--- src/rtl/mem_bus_arbiter.sv ---
// mem_bus_arbiter: shares one bus master between fetch and execute, data-first with a starvation guard
// and a per-transaction timeout that turns a hung access into an error response.
module mem_bus_arbiter #(
  parameter int STARVE_LIMIT = 4,
  parameter int TIMEOUT      = 64,
  parameter int CNT_W        = 8
) (
  input  logic        clock,
  input  logic        reset,
  input  logic        i_req,
  input  logic [31:0] i_addr,
  output logic        i_ack,
  output logic [31:0] i_rdata,
  output logic        i_err,
  input  logic        d_req,
  input  logic [31:0] d_addr,
  input  logic        d_write,
  input  logic [31:0] d_wdata,
  input  logic [3:0]  d_wstrb,
  output logic        d_ack,
  output logic [31:0] d_rdata,
  output logic        d_err,
  output logic        m_req,
  output logic [31:0] m_addr,
  output logic        m_write,
  output logic [31:0] m_wdata,
  output logic [3:0]  m_wstrb,
  input  logic        m_ack,
  input  logic [31:0] m_rdata
);
  localparam int SW = $clog2(STARVE_LIMIT + 1);
  localparam logic [SW-1:0] STARVE_MAX = SW'(STARVE_LIMIT);
  localparam logic [CNT_W-1:0] TMO_LAST = CNT_W'(TIMEOUT - 1);
  typedef enum logic [1:0] {IDLE, BUSY, RESPOND} state_t;
  state_t r_state, w_next;
  logic r_owner;
  logic [SW-1:0] r_starve;
  logic [CNT_W-1:0] r_tmo;
  logic w_grant_d, w_grant_i, w_done;
  always_comb begin
    w_grant_d = r_state == IDLE && d_req && (!i_req || r_starve < STARVE_MAX);
    w_grant_i = r_state == IDLE && i_req && !w_grant_d;
    w_done    = r_state == BUSY && (m_ack || (TIMEOUT != 0 && r_tmo == TMO_LAST));
    w_next    = r_state == RESPOND ? IDLE :
                w_done ? RESPOND :
                (w_grant_d || w_grant_i) ? BUSY : r_state;
  end
  always_ff @(posedge clock or negedge reset)
    if (!reset) r_state <= IDLE;
    else r_state <= w_next;
  always_ff @(posedge clock or negedge reset) begin
    if (!reset) begin
      r_owner  <= 1'b0;
      r_starve <= '0;
      r_tmo    <= '0;
      m_req    <= 1'b0;
      m_addr   <= '0;
      m_write  <= 1'b0;
      m_wdata  <= '0;
      m_wstrb  <= '0;
      i_ack    <= 1'b0;
      i_rdata  <= '0;
      i_err    <= 1'b0;
      d_ack    <= 1'b0;
      d_rdata  <= '0;
      d_err    <= 1'b0;
    end else begin
      if (w_grant_d || w_grant_i) begin
        r_owner  <= w_grant_i;
        r_starve <= (w_grant_d && i_req) ? r_starve + 1'b1 : '0;
        r_tmo    <= '0;
        m_req    <= 1'b1;
        m_addr   <= w_grant_i ? i_addr : d_addr;
        m_write  <= w_grant_d && d_write;
        m_wdata  <= w_grant_d ? d_wdata : '0;
        m_wstrb  <= w_grant_d ? d_wstrb : '0;
      end
      // A timeout completes like an ack but with zero data and the error flag set.
      if (w_done) begin
        m_req   <= 1'b0;
        i_ack   <= r_owner;
        d_ack   <= !r_owner;
        i_rdata <= (r_owner && m_ack) ? m_rdata : '0;
        d_rdata <= (!r_owner && m_ack) ? m_rdata : '0;
        i_err   <= r_owner && !m_ack;
        d_err   <= !r_owner && !m_ack;
      end else if (r_state == BUSY) r_tmo <= r_tmo + 1'b1;
      if (r_state == RESPOND) begin
        i_ack   <= 1'b0;
        d_ack   <= 1'b0;
        i_rdata <= '0;
        d_rdata <= '0;
        i_err   <= 1'b0;
        d_err   <= 1'b0;
      end
    end
  end
endmodule

--- config.mk ---
export PLATFORM = sky130hd
export DESIGN_NAME = mem_bus_arbiter
export DESIGN_NICKNAME = d
export VERILOG_FILES = /design/src/rtl/mem_bus_arbiter.sv
export SDC_FILE = /design/constraint.sdc
export NUM_CORES = 1
export LEC_CHECK = 0
export BUFFER_PORTS_ARGS = -buffer_cell sky130_fd_sc_hd__buf_2
export CAP_MARGIN = 25
export CORE_ASPECT_RATIO = 0.6
export CORE_MARGIN = 4
export CORE_UTILIZATION = 45
export DETAILED_ROUTE_END_ITERATION = 8
export GPL_ROUTABILITY_DRIVEN = 0
export GPL_TIMING_DRIVEN = 0
export PLACE_DENSITY = 0.87
export SLEW_MARGIN = 10
export SYNTH_ARGS = -nofsm -noshare
export SYNTH_HDL_FRONTEND = slang
export SYNTH_SLANG_ARGS = --single-unit
export TNS_END_PERCENT = 10
--- constraint.sdc ---
create_clock -name clock -period 2.4 [get_ports clock]
set_input_delay 0.12 -clock clock [delete_from_list [all_inputs] [get_ports clock]]
set_output_delay 0.12 -clock clock [all_outputs]
set_load 0.02 [all_outputs]
# [Word-level counts from Yosys, hierarchy flattened]
# Cells that the tools add are included.
# Widths: inputs -> output; s select.
[totals] regBits=152 input_bits=138 word_cells=69
[classes] n_addsub=2 order_cmp=1 eq_ne=3 n_mux=26 reduce_logical=22
[op_table] operator="$mux 32" n=8
[op_table] operator="$mux 8" n=3
[op_table] operator="$logic_and 1x1->1" n=11
[op_table] operator="$mux 1" n=10
[op_table] operator="$add 8x1->8 const B" n=1
[op_table] operator="$eq 8x6->1 const B" n=1
[op_table] operator="$mux 2" n=3
[op_table] operator="$logic_not 1->1" n=4
[op_table] operator="$mux 4" n=1
[op_table] operator="$reduce_bool 2->1" n=2
[op_table] operator="$add 3x1->3 const B" n=1
[op_table] operator="$logic_or 1x1->1" n=3
[op_table] operator="$lt 3x3->1 const B" n=1
[op_table] operator="$mux 3" n=1
[op_table] operator="$reduce_bool 3->1" n=1
[op_table] operator="$eq 2x1->1 const B" n=1
[op_table] operator="$eq 2x2->1 const B" n=1
[op_table] operator="$logic_not 2->1" n=1

# [Depth between registers and ports, before layout]
# Gate-level depths: netlist of the first run.
[depth] ltp_word=9 depth_mapped=8 depth_no_buf=5

# [Worst setup path after synthesis of the first run]
# OpenSTA, ideal clock, no wires.
[synth_timing] path_type="register to register" from="reg r_tmo[0]" to="reg i_rdata[10]" setup_ns=0.066 t_arrival_ns=1.531 slack_ns=0.804 stages_incl_launch_ff=7 path_cell_list="dfrtp_1 -> ha_1 -> nand3_2 -> o21ai_2 -> a21boi_2 -> buf_6 -> a22o_1"
[synth_between] elab_chain_cells=4
[synth_rtl] item="start, declared" line_no="38" rtl="logic [CNT_W-1:0] r_tmo;"
[synth_rtl] item="start signal, assigned" line_no="87" rtl="end else if (r_state == BUSY) r_tmo <= r_tmo + 1'b1;"
[synth_rtl] item="$eq 8x6->1" line_no="43" rtl="w_done = r_state == BUSY && (m_ack || (TIMEOUT != 0 && r_tmo == TMO_LAST));"
[synth_rtl] item="$logic_or 1x1->1" line_no="43"
[synth_rtl] item="$logic_and 1x1->1" line_no="43"
[synth_rtl] item="$reduce_bool 2->1 (no line)"
[synth_rtl] item="end signal, assigned" line_no="83" rtl="i_rdata <= (r_owner && m_ack) ? m_rdata : '0;"
[synth_rtl] item="end, declared" line_no="13" rtl="output logic [31:0] i_rdata,"
# No other way between the ends.
# A chain may end at the register's enable or synchronous reset.

# [Final worst setup path of the first run]
[layout_timing] from="reg r_state[0]" to="reg m_addr[29]"
[layout_between] elab_chain_cells=6 word_cells_on_any_way=8 cone_classes="mux: 1; reduce/logical: 7"
[layout_rtl] item="start, declared" line_no="35" rtl="state_t r_state, w_next;"
[layout_rtl] item="start signal, assigned" line_no="50" rtl="else r_state <= w_next;"
[layout_rtl] item="$logic_not 2->1 (*)" line_no="41, 42"
[layout_rtl] item="$logic_and 1x1->1 (2 in series)" line_no="41" rtl="w_grant_d = r_state == IDLE && d_req && (!i_req || r_starve < STARVE_MAX);"
[layout_rtl] item="$logic_not 1->1" line_no="42" rtl="w_grant_i = r_state == IDLE && i_req && !w_grant_d;"
[layout_rtl] item="$logic_and 1x1->1" line_no="42"
[layout_rtl] item="$mux 32 / $logic_or 1x1->1 (equally long branches)" line_no="73, 68"
[layout_rtl] item="end signal, assigned" line_no="73" rtl="m_addr <= w_grant_i ? i_addr : d_addr;"
[layout_rtl] item="end, declared" line_no="24" rtl="output logic [31:0] m_addr,"
# Every way passes the cells marked *; elsewhere a longest branch is shown, timed or not.

==> results of run 1 <==
-- cell usage in the layout, fill, tap and decap left out, types with 3 or more instances in the layout --
cell type        n
a21oi_1          3
a221o_1         32
a22o_1          66
and3_1          32
buf_2          294
buf_4            3
buf_6            6
bufinv_16        3
clkbuf_1         8
clkbuf_16       17
dfrtp_1        152
dlygate4sd3_1  135
inv_1            4
inv_6            5
nand2_1         88
nand3_1         42
nor2_1           3
o21a_1           4
o21ai_0          6
o31ai_1          5
-- power groups by stage --
stage | Combinational (mW) | Clock [mW] | Sequential (mW)
after global routing | 6.49 | 2.99 | 4.51
final | 6.12 | 2.84 | 4.41
after floorplan | 2.11 | 0 | 5.62
after global placement | 5.32 | 0 | 4.29
after CTS | 5.93 | 2.87 | 4.33
after detailed placement | 5.49 | 0 | 4.32
-- flip-flops by register name, summed over array words and instances (netlist names), 2 cells and up --
| name | cells |
|---|---|
| m_wdata | 32 |
| r_starve | 3 |
| d_rdata | 32 |
| r_tmo | 8 |
| m_addr | 32 |
| i_rdata | 32 |
| r_state | 2 |
| m_wstrb | 4 |
-- cell families (layout without fill, tap and decap cells) --
family / after synthesis / count (layout)
simple gates: 180 / 180
flops: 152 / 152
compound gates: 127 / 127
buf+inv: 45 / 488
mux: 3 / 3
fa+ha+maj: 2 / 2
other cells: 0 / 1
-- metrics by stage --
step	cells	utilization	hold slack (ns)
finish	1123	0.744	0.0362
detailed placement	955	0.591	0.0145
global placement	954	0.588	0.311
floorplan	509	-	-0.176
CTS	1122	0.742	0.000548
global route	1123	0.744	0.0249
-- path summary, 6_finish.rpt --
check                                        start                 endpoint  cells past startpoint
max                         r_state[0]$_DFFE_PN0P_   m_addr[29]$_DFFE_PN0P_                      8
min                                          i_req  r_starve[2]$_DFFE_PN0P_                      3
min in group asynchronous                    reset  d_rdata[19]$_DFFE_PN0P_                      2
min reg2reg                m_wdata[31]$_DFFE_PN0P_  m_wdata[31]$_DFFE_PN0P_                      2
max reg2reg                 r_state[0]$_DFFE_PN0P_   m_addr[29]$_DFFE_PN0P_                      8
max in group asynchronous                    reset  m_wdata[13]$_DFFE_PN0P_                      3
-- routing by layer --
metal | track usage | vias to the layer above
met5 | 0 | -
met2 | 0.478 | 408
met1 | 0.399 | 3106
met3 | 0.0638 | 89
met4 | 0.111 | 0
li1 | - | 2737
-- what timing repair did --
action | CTS | global route
gates resized for setup | 0 | 11
hold buffers | 135 | 0
hold endpoints to repair | 170 | 0
setup endpoints to repair | 0 | 19
-- cell type report --
cell class              instances  area (um^2)
clock buffers                  18          439
diodes                          1         2.50
flip-flops and latches        152         3800
inverters                       4         15.0
fillers                       865         3340
multi-input cells             312         2050
well taps                     170          213
repair buffers                411         2770
plain buffers                  41          241
clock inverters                14          188
-- Yosys cell counts, types with 4 or more instances --
cell type  number  area share
clkbuf_1       10      0.0062
inv_1           4      0.0025
a22o_1         66       0.095
and3_1         32       0.033
buf_2          22       0.018
nand2_1        90       0.056
o31ai_1         5      0.0062
dfrtp_1       152        0.63
o21a_1          4      0.0049
o21ai_0         6      0.0049
a221o_1        32       0.053
nand3_1        42       0.035
buf_6           6       0.011
-- tightest hold or removal path: stages --
cell     delay (ns)
buf_2          0.13
nand4_1        0.07
o21ai_0        0.07
==> summary.txt, run 1 <==
Clock network
  – Deepest clock path buffer count: 2
  – Clock Pin Slew Worst Setup and Hold Paths: 0.07 ns
  – Root Buffer: clkbuf_16
  – CTS Buf Count: 17
  – Clock sink count: around 150
  – CTS tree: built
  – Setup Fix Bufs, Post-CTS: 0
  – H-tree levels: 4
  – Clock latency on the worst-skew pair: slightly above 0.4 ns

Pwr
  – Sequential share of power: 0.330
  – Power per cell area: 1380 mW/mm^2
  – Gate power share: 0.458
  – Int Power: ~7.8 mW
  – Power, Total: approximately 13 mW
  – Switching power: about 5.5 mW
  – Worst vdd ir: ~740 uV
  – Clock share of power: 0.212
  – Sw frac: 0.414
  – Leak: around 5.3 nW

Die
  – Rows: 32
  – Io pins: 276
  – DIE AREA: ~0.016 mm^2
  – Core area: approximately 0.013 mm^2
  – Initial Utilization: 0.466
  – Die H: around 100 um
  – Die width: around 160 um

Critical path
  – Max stage delay on crit path: 0.56 ns
  – Critical path buffers and inverters: 4
  – Crit end category: flop
  – Cell Chain, Critical Path: buf_4 -> nor2_4 -> nand2_2 -> buf_4 -> clkbuf_4 -> and3_1 -> a221o_1 -> dlygate4sd3_1
  – CP top delay family: buffers and inverters
  – Critical path arrival: roughly 2.6 ns
  – CP Data Required Time: ~2.7 ns
  – Crit path top cell by count: buf_4
  – Startpoint types: flop
  – CP Max Fanout: 10
  – Crit Path Class: flop to flop
  – Reg-to-reg slack, setup: just over 0.1 ns
  – Crit path max-delay cell type: dlygate4sd3_1

Logic synthesis
  – Synth warn: 0
  – Synth Instances: around 500
  – Number of synthesized register bits: approximately 150
  – Syn Std Cell Area: approximately 0.0061 mm^2
  – Post-Synth Adder-Cell Area: 0.00411
  – Seq/Total Area, Yosys: 0.625
  – Most used DFF post-synth: dfrtp_1
  – Post-synth EDFFs: 0
  – Mux cell area share after synthesis: 0.00514
  – Syn_area_per_cell: around 12 um^2
  – Largest family of logic cells by synthesized area: compound AO/OA/AOI/OAI gates
  – FFs w/ async S/R, synth: 1.00
  – Compound-Gate Fraction of Synth Area: 0.183
  – Post-Synth Simple-Gate Area: 0.141
  – Post-Syn Nets: between 600 and 700
  – Netlist cell types: a little over 40
  – Synth Area in XOR/XNOR: 0

Global route
  – Largest net degree at the start of global routing: approximately 120
  – Initial antenna violation count: 1
  – Vias in the first global route: ~6600
  – Grt ovf: 0
  – First-pass GRT wire length: between 30000 and 40000 um
  – Overall routing resource usage: 0.298

STA
  – Final hold vios: 0
  – RSZ-0062 raised after global routing: false
  – Achievable frequency: 435 MHz
  – Slew Limit Fails: 0
  – Skew final: around 0.015 ns
  – Worst Setup Slack, final: between 0.1 and 0.15 ns
  – Final worst path period share: 0.957
  – Crit path time final: 2.30 ns
  – Setup-failing EPs final: 0
  – Setup_tns: 0 ns
  – Headroom to the max-slew limit: 0.540
  – Slew @ Worst Pin: between 0.6 and 0.7 ns

Routing
  – M1 WL: between 9000 and 10000 um
  – Initial DRC Count: roughly 630
  – Drt wl/cell: slightly above 20 um
  – Routed WL: about 23000 um
  – DRT Pass-1 Iters: 7
  – DRC Markers: 0
  – Routed vias: around 6300
  – Detail Route Antenna Nets: 0
  – Met3 WL: ~1700 um
  – Met2 WL: around 11000 um
  – Number of vias per cell: around 5.6
  – Top Layer Used: met4

Place
  – Buffers on Ports: between 200 and 300
  – Pre-CTS setup slack: around 0.52 ns
  – Hpwl dp: 14100 um
  – Placed cell area: about 0.0077 mm^2

Job
  – Max Cap Viol: 0

Cells and area
  – Post-layout nets: about 1100
  – Area grow syn2layout: 59.6%
  – Layout cell share with drive strength beyond 1: 0.369
  – Final std cell area, no fill: slightly below 0.01 mm^2

Run status
  – Outcome: complete, no violations

Min path
  – HP Class: primary input to flop
Note: power is estimated with default switching activity, not from simulation.
==> run 2: changes to the inputs <==
--- a/config.mk
+++ b/config.mk
@@ -8,12 +8,13 @@
 export BUFFER_PORTS_ARGS = -buffer_cell sky130_fd_sc_hd__buf_2
 export CAP_MARGIN = 25
 export CORE_ASPECT_RATIO = 0.6
-export CORE_MARGIN = 4
 export CORE_UTILIZATION = 45
 export DETAILED_ROUTE_END_ITERATION = 8
 export GPL_ROUTABILITY_DRIVEN = 0
 export GPL_TIMING_DRIVEN = 0
+export HOLD_SLACK_MARGIN = 0.15
 export PLACE_DENSITY = 0.87
+export REMOVE_ABC_BUFFERS = 1
 export SLEW_MARGIN = 10
 export SYNTH_ARGS = -nofsm -noshare
 export SYNTH_HDL_FRONTEND = slang
==> run 2 against run 1 <==
The flow now finishes with violations (design-rule violations); via count fell by 3.3%; total power fell by 5.1%; global-route usage rose by 1.6 points; first-iteration DRC count fell by 29%; non-clock buffer count fell by 35; wire length fell by 5.3%; cell count fell by 3.0%; maximum frequency rose by 1.8%; design area fell by 1.4%; critical endpoint is now m_addr[22]$_DFFE_PN0P_.
==> summary.txt, run 2 (synthesis results as in run 1) <==
Routing
  – DRT Pass-1 Iters: 7 (unchanged)
  – DRC Markers: 34 (was 0)
  – Routed vias: 6129 (was 6340)
  – Detail Route Antenna Nets: 0 (unchanged)
  – Number of vias per cell: 5.63 (was 5.65)
  – Drt wl/cell: 20.2 um (was 20.6 um)
  – Initial DRC Count: 447 (was 628)
  – Routed WL: 22000 um (was 23200 um)

STA
  – Worst Setup Slack, final: 0.143 ns (was 0.103 ns)
  – Slew @ Worst Pin: 0.797 ns (was 0.685 ns)
  – Crit path time final: 2.26 ns (was 2.30 ns)
  – Skew final: 0.00989 ns (was 0.0149 ns)
  – Achievable frequency: 443 MHz (was 435 MHz)
  – Slew Limit Fails: 0 (unchanged)
  – Worst hold margin: 0.214 ns (was 0.0362 ns)
  – Setup-failing EPs final: 0 (unchanged)
  – Headroom to the max-slew limit: 0.467 (was 0.540)
  – RSZ-0062 raised after global routing: false (unchanged)
  – Final hold vios: 0 (unchanged)
  – Final worst path period share: 0.941 (was 0.957)

Critical path
  – CP Data Required Time: 2.72 ns (was 2.69 ns)
  – Crit Path Class: flop to flop (unchanged)
  – CP Max Fanout: 41 (was 10)
  – Startpoint types: flop (unchanged)
  – Crit end category: flop (unchanged)
  – Critical path arrival: 2.58 ns (was 2.59 ns)

Clock network
  – H-tree levels: 4 (unchanged)
  – Clock latency on the worst-skew pair: 0.40 ns (was 0.41 ns)
  – Root Buffer: clkbuf_16 (unchanged)
  – CTS tree: built (unchanged)
  – CTS Buf Count: 17 (unchanged)
  – Deepest clock path buffer count: 2 (unchanged)
  – Setup Fix Bufs, Post-CTS: 0 (unchanged)
  – Clock sink count: 152 (unchanged)
  – Clock Pin Slew Worst Setup and Hold Paths: 0.07 ns (about the same)

Place
  – Hpwl dp: 11400 um (was 14100 um)
  – Buffers on Ports: 275 (unchanged)
  – Pre-CTS setup slack: -0.255 ns (was 0.520 ns)

Die
  – Die width: 152 um (was 158 um)
  – Rows: 32 (unchanged)
  – Die H: 92.1 um (was 98.1 um)
  – Initial Utilization: 0.468 (was 0.466)
  – Io pins: 276 (unchanged)
  – Core area: 0.0130 mm^2 (was 0.0131 mm^2)
  – DIE AREA: 0.0140 mm^2 (was 0.0155 mm^2)

Run status
  – Outcome: finished with violations (was complete, no violations)
  – Failing checks: design-rule violations

Global route
  – Initial antenna violation count: 1 (unchanged)
  – Overall routing resource usage: 0.314 (was 0.298)
  – First-pass GRT wire length: 34000 um (was 36300 um)
  – Grt ovf: 0 (unchanged)
  – Vias in the first global route: 6234 (was 6645)
  – Largest net degree at the start of global routing: 79 (was 116)

Cells and area
  – Area grow syn2layout: 57.4% (was 59.6%)
  – Most frequent cells in the layout: buf_2 (274), dfrtp_1 (152), dlygate4sd3_1 (136) (was buf_2 (294), dfrtp_1 (152), dlygate4sd3_1 (135))
  – Post-layout nets: 1045 (was 1079)
  – Filler cell count: 803 (was 865)
  – Most common cell after layout, fill and taps aside: buf_2 (unchanged)
  – Layout cell share with drive strength beyond 1: 0.356 (was 0.369)

Pwr
  – Worst vdd ir: 594 uV (was 738 uV)
  – Leak: 5.15 nW (was 5.28 nW)
  – Power per cell area: 1330 mW/mm^2 (was 1380 mW/mm^2)

Min path
  – HP Class: primary input to flop (unchanged)

Job
  – Max Cap Viol: 0 (unchanged)
[run 2: what timing repair did]
item / in CTS / in global routing
pin swaps: 1 / 0
hold buffers: 136 / 0
endpoints found under the hold margin: 210 / 0
setup endpoints to repair: 32 / 33
cloned: 1 / 0
resized for setup: 1 / 2
[run 2: worst max-delay path: stages, from the launching register on]
cell	delay [ns]
dfrtp_1	0.54
nor2_2	0.34
nand2_4	0.30
buf_12	0.28
nor2_4	0.41
a221o_1	0.28
[run 2: final cells by class]
class | count | area (um^2) | share of cell area
Antenna cell | 1 | 2.50 | 0.000261
Clock buffer | 20 | 447 | 0.0466
Multi-Input combinational cell | 313 | 2090 | 0.218
Sequential cell | 152 | 3800 | 0.397
Clock inverter | 12 | 116 | 0.0122
Inverter | 4 | 15.0 | 0.00157
Tap cell | 170 | 213 | 0.0222
Timing Repair Buffer | 417 | 2890 | 0.302
[run 2: per-layer routing]
layer	GRT usage	wire (um)	vias up
met4	0.145	788	0
met2	0.520	10700	393
met1	0.390	8610	2987
met3	0.0775	1910	73
met5	0	0	-
li1	-	-	2676
[run 2: path summary, 6_finish.rpt]
check | start | endpoint | slack [ns] | depth (start not counted)
min in group asynchronous | reset | m_addr[22]$_DFFE_PN0P_ | 0.33 | 2
max reg2reg | r_state[1]$_DFFE_PN0P_ | m_addr[22]$_DFFE_PN0P_ | 0.14 | 5
min | m_ack | r_state[1]$_DFFE_PN0P_ | 0.21 | 4
min reg2reg | r_tmo[7]$_DFF_PN0_ | r_tmo[7]$_DFF_PN0_ | 0.48 | 1
max | r_state[1]$_DFFE_PN0P_ | m_addr[22]$_DFFE_PN0P_ | 0.14 | 5
max in group asynchronous | reset | d_rdata[28]$_DFFE_PN0P_ | 1.28 | 3
[run 2: where the power goes]
part | internal (mW) | leakage, nW | switching [mW]
Sequential | 3.70 | 2.00 | 0.748
Combinational | 2.17 | 2.88 | 3.51
Clock | 1.47 | 0.272 | 1.10
[run 2: metrics by stage]
step / total power, mW / cells / utilization / setup TNS, ns / area [um^2]
global route: 13.2 / 1089 / 0.736 / 0 / 9580
global placement: 9.25 / 913 / 0.572 / -285.91 / 7440
finish: 12.7 / 1089 / 0.736 / 0 / 9580
floorplan: 7.47 / 468 / - / -31.58 / 5850
detailed placement: 9.63 / 919 / 0.586 / -7.43 / 7630
CTS: 12.4 / 1088 / 0.735 / 0 / 9560
